## config.mk

```make
export PLATFORM = sky130hd
export DESIGN_NAME = pwm_peripheral
export DESIGN_NICKNAME = d
export VERILOG_FILES = /design/src/rtl/pwm_pkg.sv /design/src/rtl/pwm_timebase.sv /design/src/rtl/pwm_peripheral.sv
export SDC_FILE = /design/constraint.sdc
export NUM_CORES = 1
export LEC_CHECK = 0
export ABC_AREA = 1
export ABC_CLOCK_PERIOD_IN_PS = 2750
export BUFFER_PORTS_ARGS = -buffer_cell sky130_fd_sc_hd__buf_2
export CAP_MARGIN = 20
export CORE_MARGIN = 5
export CORE_UTILIZATION = 35
export CTS_CLUSTER_DIAMETER = 150
export DETAILED_ROUTE_END_ITERATION = 16
export PLACE_DENSITY = 0.63
export SYNTH_ARGS = -nofsm -noshare
export SYNTH_HDL_FRONTEND = slang
export SYNTH_HIERARCHICAL = 1
export SYNTH_SLANG_ARGS = --single-unit
export TNS_END_PERCENT = 1
```

## constraint.sdc

```tcl
create_clock -name clk -period 2.75 [get_ports clk]
set_input_delay 0.6875 -clock clk [delete_from_list [all_inputs] [get_ports clk]]
set_output_delay 0.6875 -clock clk [all_outputs]
set_load 0.005 [all_outputs]
```

## src/rtl/pwm_pkg.sv

```systemverilog
// pwm_pkg: shared widths and constants for the PWM peripheral
package pwm_pkg;
  localparam int NUM_CH = 16;
  localparam int PWM_CNT_W = 8;
  localparam logic [PWM_CNT_W-1:0] DUTY_FULL = 8'hFF;
endpackage

```

## src/rtl/pwm_timebase.sv

```systemverilog
// pwm_timebase: prescaler and 8-bit PWM count; tick per CLK_DIV clk, wrap on the 255->0 tick
module pwm_timebase
  import pwm_pkg::*;
#(
  parameter int CLK_DIV = 3000
) (
  input  logic                 clk,
  input  logic                 rst,
  output logic                 tick,
  output logic [PWM_CNT_W-1:0] pwm_cnt,
  output logic                 wrap
);
  localparam int PW = CLK_DIV > 1 ? $clog2(CLK_DIV) : 1;
  localparam logic [PW-1:0] LAST = PW'(CLK_DIV - 1);
  logic [PW-1:0] pre;
  assign tick = pre == LAST;
  assign wrap = tick && pwm_cnt == '1;
  always_ff @(posedge clk) begin
    if (rst) begin
      pre     <= '0;
      pwm_cnt <= '0;
    end else begin
      pre     <= tick ? '0 : pre + 1'b1;
      pwm_cnt <= pwm_cnt + PWM_CNT_W'(tick);
    end
  end
endmodule

```

## src/rtl/pwm_peripheral.sv

```systemverilog
// pwm_peripheral: 16 pins driven off, static high or from a shared PWM whose duty updates only at period wrap
module pwm_peripheral
  import pwm_pkg::*;
#(
  parameter int CLK_DIV = 3000
) (
  input  logic                 clk,
  input  logic                 rst,
  input  logic [7:0]           en_reg_out_7_0,
  input  logic [7:0]           en_reg_out_15_8,
  input  logic [7:0]           en_reg_pwm_7_0,
  input  logic [7:0]           en_reg_pwm_15_8,
  input  logic [7:0]           pwm_duty_cycle,
  output logic [NUM_CH-1:0]    out,
  output logic                 period_start
);
  logic                 tick;
  logic                 wrap;
  logic                 pwm_hi;
  logic [PWM_CNT_W-1:0] pwm_cnt;
  logic [PWM_CNT_W-1:0] duty_shadow;
  logic [NUM_CH-1:0]    en_out;
  logic [NUM_CH-1:0]    en_pwm;
  pwm_timebase #(.CLK_DIV(CLK_DIV)) u_timebase (
    .clk    (clk),
    .rst    (rst),
    .tick   (tick),
    .pwm_cnt(pwm_cnt),
    .wrap   (wrap)
  );
  assign en_out = {en_reg_out_15_8, en_reg_out_7_0};
  assign en_pwm = {en_reg_pwm_15_8, en_reg_pwm_7_0};
  assign pwm_hi = duty_shadow == DUTY_FULL || pwm_cnt < duty_shadow;
  always_ff @(posedge clk) begin
    if (rst) begin
      duty_shadow  <= '0;
      period_start <= 1'b0;
      out          <= '0;
    end else begin
      if (tick && pwm_cnt == DUTY_FULL) duty_shadow <= pwm_duty_cycle;
      period_start <= wrap;
      out          <= en_out & (~en_pwm | {NUM_CH{pwm_hi}});
    end
  end
endmodule

```

==> Word-level counts from Yosys, hierarchy flattened <==
Index checks and enable logic that the tools add are counted.
{ "totals": {"wordCells": 17, "register_bits": 45, "output_inout_bits": 17, "mem_bits_ro": 0, "memories": 0, "latch_bits": 0, "ramBits": 0} }
{ "op_classes": {"n_shift": 0, "div_mod_pow": 0, "multipliers": 0, "magnitude_cmp": 1, "n_eq_ne": 3, "bitwise": 3, "n_addsub": 2, "n_reduce_logical": 3, "mux": 0} }
{ "op_table": {"columns": ["cell", "count"], "rows": [
  ["16-bit bitwise AND", 1],
  ["8-bit == test, second input constant", 2],
  ["16-bit inverter", 1],
  ["16-bit OR", 1],
  ["12-bit by 1-bit adder with 12-bit output, second input constant", 1],
  ["12-bit == test, second input constant", 1],
  ["8-bit by 1-bit adder with 8-bit output", 1],
  ["8-bit < comparator", 1],
  ["2-bit OR reduction", 1],
  ["1-bit logical AND", 1],
  ["1-bit logical OR", 1]
]} }

==> Longest topological paths before layout <==
Gate-level depths: netlist of the first run.
{ "depth": {"word_depth": 4, "mapped_depth": 12, "mapped_depth_nobuf": 12} }

==> By module <==
Netlist of the first run, hierarchy kept.
{ "by_module_without_submodules": {"columns": ["mod", "instances", "area_each_um2", "cells_per_inst"], "rows": [
  ["pwm_peripheral", 1, 1265.0, 172],
  ["pwm_timebase", 1, 939.7, 132]
]} }

==> Worst setup path after synthesis of the first run <==
No wires, ideal clock.
{ "synth_path": {"path_type": "register to register", "startpoint": "register u_timebase.pre[0]", "endpoint": "register u_timebase.pwm_cnt[6]", "setup_time_ns": 0.113, "period_less_slack_ns": 1.826, "setup_slack_ns": 0.924, "arrival_ns": 1.713, "required_time_ns": 2.637, "path_stages_with_launch": 13, "path_buffers": 0, "path_cell_list": "dfxtp_1 ha_1 nand2_1 nor3_1 nand3_1 inv_1 ha_1 ha_1 nand3_1 nor3_1 nand2_1 nand2_1 nor2_1"} }
{ "synth_between": {"elab_chain_cells": 2} }
{ "synth_lines": {"columns": ["element", "line_no", "rtl"], "rows": [
  ["start: declaration", "pwm_timebase.sv:15", "logic [PW-1:0] pre;"],
  ["start signal: assignment", "pwm_timebase.sv:23", "pre <= tick ? '0 : pre + 1'b1;"],
  ["12-bit == test", "pwm_timebase.sv:16", "assign tick = pre == LAST;"],
  ["net tick", "pwm_peripheral.sv:17", "logic tick;"],
  ["8-bit by 1-bit adder with 8-bit output", "pwm_timebase.sv:24", "pwm_cnt <= pwm_cnt + PWM_CNT_W'(tick);"],
  ["end signal: assignment", "pwm_timebase.sv:24", null],
  ["end: declaration", "pwm_timebase.sv:10", "output logic [PWM_CNT_W-1:0] pwm_cnt,"]
]} }
The timed path passes the listed nets, and every way through them passes these cells.
A chain may end at the register's enable or synchronous reset.

==> Worst setup path in the final report of the first run <==
{ "layout_path": {"startpoint": "register u_timebase.pre[0]", "endpoint": "register duty_shadow[5]"} }
{ "layout_between": {"elab_chain_cells": 2} }
{ "layout_lines": {"columns": ["element", "line_no", "rtl"], "rows": [
  ["12-bit == test", "pwm_timebase.sv:16", null],
  ["net tick", "pwm_peripheral.sv:17", null],
  ["1-bit logical AND", "pwm_peripheral.sv:40", "if (tick && pwm_cnt == DUTY_FULL) duty_shadow <= pwm_duty_cycle;"],
  ["end signal: assignment", "pwm_peripheral.sv:40", null],
  ["end: declaration", "pwm_peripheral.sv:21", "logic [PWM_CNT_W-1:0] duty_shadow;"]
]} }
The timed path passes the listed nets, and every way through them passes these cells.

==> results.py, run 1 <==
metrics = {
    "synth": {
        "synth.most_common_cell": "inv_1",
        "syn-num-nets": 356,
        "synth_top_area_cell": "dfxtp_1",
        "yosys-top-cells-area": "dfxtp_1 (41%), inv_1 (11%), nand2_1 (9.0%)",
        "synthFlopType": "dfxtp_1",
        "synth_cell_type_count": 28,
        "synth_common_cells": "inv_1 (63), nand2_1 (53), dfxtp_1 (45)",
        "async_flop_share_pct": 0,
        "synth_edf_count": 0,
        "synthCells": 304,
        "ys_seq_area_share_pct": 40.86,
        "yosys.area.top_type_share_pct": 40.86,
        "ys_seq_elements": 45,
        "yosys_warnings": 6,
        "syn_area_um2": 2205,
        "avgSynthCellArea_um2": 7.252,
    },
    "timing": {
        "rsz0062_at_grt": "no",
        "finalCritPeriodShare_pct": 78.43,
        "finalSetupViolCount": 0,
        "fin_skew_ns": 0.009285,
        "worstMarginPinSlew_ns": 0.6071,
        "whs_ns": 0.4667,
        "hold_viol": 0,
        "clock.fmax_mhz": 463.7,
        "final-max-slew-violation-count": 0,
        "relSlewSlack_pct": 59.43,
        "tns_ns": 0,
        "period_needed_ns": 2.157,
    },
    "clock_tree": {
        "htree_num_levels": 2,
        "ctsResizeCount": 0,
        "cts-root-buf": "clkbuf_8",
        "clk_latency_ns": 0.30,
        "clk_pin_slew_ns": 0.08,
        "clock-sinks": 45,
        "hold_buffers": 0,
        "clock_path_buffers": 2,
        "cts_setup_buffers": 0,
        "cts_inserted_buffers": 5,
        "cts_tree": "yes",
    },
    "power_and_ir_drop": {
        "switching_share_pct": 23.13,
        "combPwrFrac_pct": 7.4,
        "power_leakage_uw": 0.001401,
        "seq_power_share_pct": 56.4,
        "p_per_area_nw_per_um2": 449.1,
        "intPower_uw": 913.0,
        "vdd_drop_max_mv": 0.3662,
        "power.total_uw": 1188,
        "power_switching_uw": 274.7,
        "clkPwrFrac_pct": 36.3,
    },
    "finish": {
        "drive_gt1_share_pct": 24.66,
        "multi_input_area_um2": 1010,
        "fin_nets": 416,
        "syn2layout_area_growth_pct": 19.98,
        "n_antenna_cell": 0,
        "nFillCells": 657,
        "design_area_um2": 2645,
        "seq_area_um2": 900.9,
    },
    "global_route": {
        "grt_max_degree": 17,
        "grt_pass1_wl_um": 7300,
        "antenna_found_initial": 0,
        "grt_pass1_vias": 1714,
        "grt_overflow": 0,
        "grt_usage_pct": 11.56,
    },
    "min_path": {
        "hold_path.class": "reg2reg",
        "hold_end": "u_timebase/pre[0]",
        "hold_depth": 1,
        "hp-start": "u_timebase/pre[0]",
    },
    "route": {
        "drc": 0,
        "firstDrtPassIters": 4,
        "routedWlPerCell_um": 10.15,
        "wl_um": 4488,
        "vias": 1918,
        "via_per_inst": 4.339,
        "postRouteAntennaNets": 0,
        "drtIter0Drc": 110,
    },
    "setup_path": {
        "reg2reg_from": "u_timebase/pre[0]",
        "r2r_end": "duty_shadow[5]",
        "rr_worst_depth": 9,
        "crit_path_end_kind": "register",
        "crit_arrival_ns": 2.32,
        "crit_fanout": 16,
        "path_class": "reg2reg",
        "worst_setup_path_start_kind": "register",
        "worstPathRequired_ns": 2.92,
        "rrSetupSlack_ns": 0.59,
    },
    "die": {
        "io_pins": 59,
        "die_y_um": 89.37,
        "start_util_pct": 35.32,
        "die_area_um2": 7986,
        "coreArea_um2": 6241,
        "die_x_um": 89.37,
        "rows": 29,
    },
    "place": {
        "placed_area_um2": 2549,
        "dp_hpwl_um": 3469,
        "port_buffers": 58,
        "gp_congestion": 0.7909,
    },
    "flow_run": {
        "maxCapViolations": 0,
    },
    "status": {
        "outcome": "completed",
    },
}
-- routing by layer --
metal,part of all wire (%),GRT usage (%),up-vias
met4,1.2,3.654,0
met3,6.8,3.410,6
li1,-,-,1050
met2,44,18.55,42
met1,48,14.92,820
met5,0,0,-
-- worst max path at each step --
stage,slack (ns),cells after the start,start,to
detailed placement,0.59,9,u_timebase/pre[0],duty_shadow[6]
CTS,0.57,9,u_timebase/pre[0],duty_shadow[5]
finish,0.59,9,u_timebase/pre[0],duty_shadow[5]
global placement,0.62,9,u_timebase/pre[0],duty_shadow[0]
floorplan,0.92,12,u_timebase/pre[0],u_timebase/pwm_cnt[6]
global route,0.33,9,u_timebase/pre[0],duty_shadow[4]
-- cell usage in the layout (no fill, tap or decap), drive strengths merged --
cell / count
a21oi: 19
and3: 1
buf: 59
clkbuf: 6
clkinv: 2
dfxtp: 45
ha: 10
inv: 65
nand2: 57
nand3: 27
nand3b: 1
nand4: 5
nor2: 45
nor3: 4
o21a: 1
o21ai: 11
or2: 2
xnor2: 2
xor2: 3
-- critical path, stage by stage, from the launching register on --
cell	delay, ns
dfxtp_1	0.37
ha_1	0.20
nand2_1	0.10
nor3_1	0.19
nand3_1	0.11
inv_1	0.09
and3_1	0.16
nand4_1	0.41
o21ai_0	0.31
a21oi_1	0.08
-- sequential cells by signal, indices dropped and copies added, names as in the netlist --
signal / flops
duty_shadow: 8
out: 16
period_start: 1
u_timebase/pre: 12
u_timebase/pwm_cnt: 8
-- logic make-up after synthesis --
family,count (synthesis),synth area share (%)
AO/OA/AOI/OAI,31,7.321
XOR/XNOR,5,1.987
adder cells (fa/ha/maj),10,5.675
buffers and inverters,71,13.34
flip-flops,45,40.86
AND/OR/NAND/NOR,142,30.82
-- layout make-up --
| class | instances | share of cell area [%] |
|---|---|---|
| multi-input combinational | 188 | 38.17 |
| tap | 77 | 3.642 |
| inverter | 65 | 9.224 |
| timing repair buffer | 59 | 11.26 |
| clock buffer | 6 | 3.122 |
| clock inverter | 2 | 0.5203 |
| sequential | 45 | 34.06 |
-- stage by stage --
step                      setup WS (ns)  cells  util [%]
after floorplan                  0.9242    304         -
after global placement           0.6226    434     40.84
after detailed placement         0.5898    434     40.84
after CTS                        0.5721    442     42.38
after global routing             0.3274    442     42.38
final                            0.5932    442     42.38
-- power groups by stage --
stage	clock [uW]	sequential, uW	combinational [uW]
2_1_floorplan	0	686	42.4
3_3_place_gp	0	685	87.4
3_5_place_dp	0	685	89.0
4_1_cts	452	670	89.4
5_1_grt	476	671	101
6_report	431	669	87.4
No activity file was read; power rests on OpenSTA's default activity.
==> run 2: changes to the inputs <==
ABC_CLOCK_PERIOD_IN_PS = 2200   (was 2750)
clock period = 2.2 ns   (was 2.75 ns; I/O delays follow)
==> run 2 against run 1 <==
Net effect: via count is 2.0% higher; largest cell class unchanged; sequential cell count stayed put; register-to-register slack worse by 0.38 ns; largest power group unchanged; clock skew is 0.0047 ns lower; combinational power is 25% higher; clock power is 50% higher; routed wire length is 0.89% higher; count of clock-buffer cells in the layout stayed put.
==> results.py, run 2 (synthesis gave the netlist of run 1 again) <==
metrics = {
    "die": {
        "io_pins": 59,
        "die_x_um": 89.37,
        "start_util_pct": 35.32,
        "die_y_um": 89.37,
        "rows": 29,
        "die_area_um2": 7986,
        "coreArea_um2": 6241,
    },
    "finish": {
        "multi_input_area_um2": 1015,
        "final_common_cell": "inv_1",
        "nFillCells": 673,
        "largest-register": "out",
        "drive_gt1_share_pct": 25.14,
        "mostFrequentLayoutCells": "inv_1 (63), buf_2 (58), nand2_1 (53), dfxtp_1 (45), nor2_1 (42)",
        "syn2layout_area_growth_pct": 21.62,
        "seq_area_um2": 900.9,
        "largest_reg_flops": 16,
        "fin_nets": 417,
        "reg_top3": "out (16), u_timebase/pre (12)",
        "n_antenna_cell": 0,
    },
    "power_and_ir_drop": {
        "vdd_drop_max_mv": 0.3009,
        "combPwrFrac_pct": 6.9,
        "switching_share_pct": 21.12,
        "clkPwrFrac_pct": 40.5,
        "intPower_uw": 1256,
        "seq_power_share_pct": 52.6,
        "power_leakage_uw": 0.001411,
        "power_switching_uw": 336.2,
        "p_per_area_nw_per_um2": 593.7,
    },
    "timing": {
        "hold_viol": 0,
        "clock.fmax_mhz": 504.5,
        "fin_skew_ns": 0.004548,
        "relSlewSlack_pct": 60.00,
        "final-max-slew-violation-count": 0,
        "whs_ns": 0.4757,
        "finalSetupViolCount": 0,
        "tns_ns": 0,
        "period_needed_ns": 1.982,
        "finalCritPeriodShare_pct": 90.10,
        "worstMarginPinSlew_ns": 0.5985,
        "rsz0062_at_grt": "no",
    },
    "flow_run": {
        "maxCapViolations": 0,
    },
    "clock_tree": {
        "cts_tree": "yes",
        "cts_setup_buffers": 0,
        "clock_path_buffers": 2,
        "htree_num_levels": 2,
        "cts_inserted_buffers": 5,
        "clock-sinks": 45,
        "cts-root-buf": "clkbuf_8",
        "clk_latency_ns": 0.29,
        "clk_pin_slew_ns": 0.08,
    },
    "route": {
        "firstDrtPassIters": 4,
        "postRouteAntennaNets": 0,
        "wl_um": 4528,
        "routedWlPerCell_um": 10.22,
        "drtIter0Drc": 59,
        "via_per_inst": 4.415,
        "drc": 0,
        "vias": 1956,
    },
    "global_route": {
        "antenna_found_initial": 0,
        "grt_usage_pct": 11.89,
        "grt_overflow": 0,
        "grt_max_degree": 22,
        "grt_pass1_vias": 1828,
        "grt_pass1_wl_um": 7583,
    },
    "min_path": {
        "hold_path.class": "reg2reg",
        "hold_depth": 2,
    },
    "setup_path": {
        "crit_arrival_ns": 2.18,
        "path_class": "reg2reg",
        "worstPathRequired_ns": 2.39,
        "crit_path_end_kind": "register",
        "crit_fanout": 4,
        "rr_worst_depth": 12,
        "worst_setup_path_start_kind": "register",
    },
    "place": {
        "port_buffers": 58,
        "gp_congestion": 0.8006,
        "dp_hpwl_um": 3486,
    },
    "status": {
        "outcome": "completed",
    },
}
[run 2: cell count changes in the layout (fill, tap and decap cells not counted), sizes merged]
cell / delta
clkinv: -2
buf: +1
bufinv: +1
clkinvlp: +1
[run 2: worst max-delay path: stages (launching register included)]
cell and delay, ns:
dfxtp_1 0.38, ha_1 0.20, nand2_1 0.09, nor3_1 0.18, nand3_1 0.12, inv_1 0.09
ha_1 0.18, ha_1 0.19, nand3_1 0.13, nor3_2 0.16, nand2_1 0.07, nand2_1 0.06
nor2_1 0.04
[run 2: power groups by stage]
| stage | logic (uW) | clock network, uW | registers [uW] |
|---|---|---|---|
| after global placement | 109 | 0 | 856 |
| after floorplan | 53.0 | 0 | 857 |
| final | 109 | 645 | 837 |
| after detailed placement | 112 | 0 | 857 |
| after CTS | 112 | 671 | 837 |
| after global routing | 128 | 707 | 839 |
[run 2: area by class of cell]
class | count | share of cell area (%)
Tap cell | 77 | 3.593
Multi-Input combinational cell | 188 | 37.84
Clock buffer | 6 | 3.080
Clock inverter | 2 | 1.400
Timing Repair Buffer | 60 | 11.39
Sequential cell | 45 | 33.60
Inverter | 65 | 9.099
[run 2: final timing paths]
path | startpoint | to | slack, ns
max | u_timebase/pre[0] | u_timebase/pwm_cnt[6] | 0.22
min | duty_shadow[7] | duty_shadow[7] | 0.48
max reg2reg | u_timebase/pre[0] | u_timebase/pwm_cnt[6] | 0.22
min reg2reg | duty_shadow[7] | duty_shadow[7] | 0.48
[run 2: layer usage]
| metal | wire [um] | vias up | global-route usage (%) |
|---|---|---|---|
| met5 | 0 | - | 0 |
| met4 | 56 | 0 | 3.789 |
| met3 | 251 | 8 | 3.134 |
| met2 | 2198 | 36 | 20.70 |
| met1 | 2022 | 863 | 14.22 |
| li1 | - | 1049 | - |
[run 2: what timing repair did]
action                                 in CTS  in global routing
resized for setup                           0                  1
endpoints found under the hold margin       0                  0
setup endpoints to repair                   0                  1
hold buffers                                0                  0
[run 2: per-stage QoR]
| stage | power (uW) | std cells | utilization (%) | setup slack, ns | area, um^2 |
|---|---|---|---|---|---|
| after global placement | 964.8 | 435 | 40.96 | 0.2431 | 2556 |
| after CTS | 1620 | 443 | 42.88 | 0.1598 | 2676 |
| final | 1592 | 443 | 42.96 | 0.2177 | 2681 |
| after detailed placement | 968.3 | 435 | 40.96 | 0.1830 | 2556 |
| after floorplan | 910.5 | 304 | - | 0.3742 | 2205 |
| after global routing | 1675 | 443 | 42.96 | 0.03527 | 2681 |
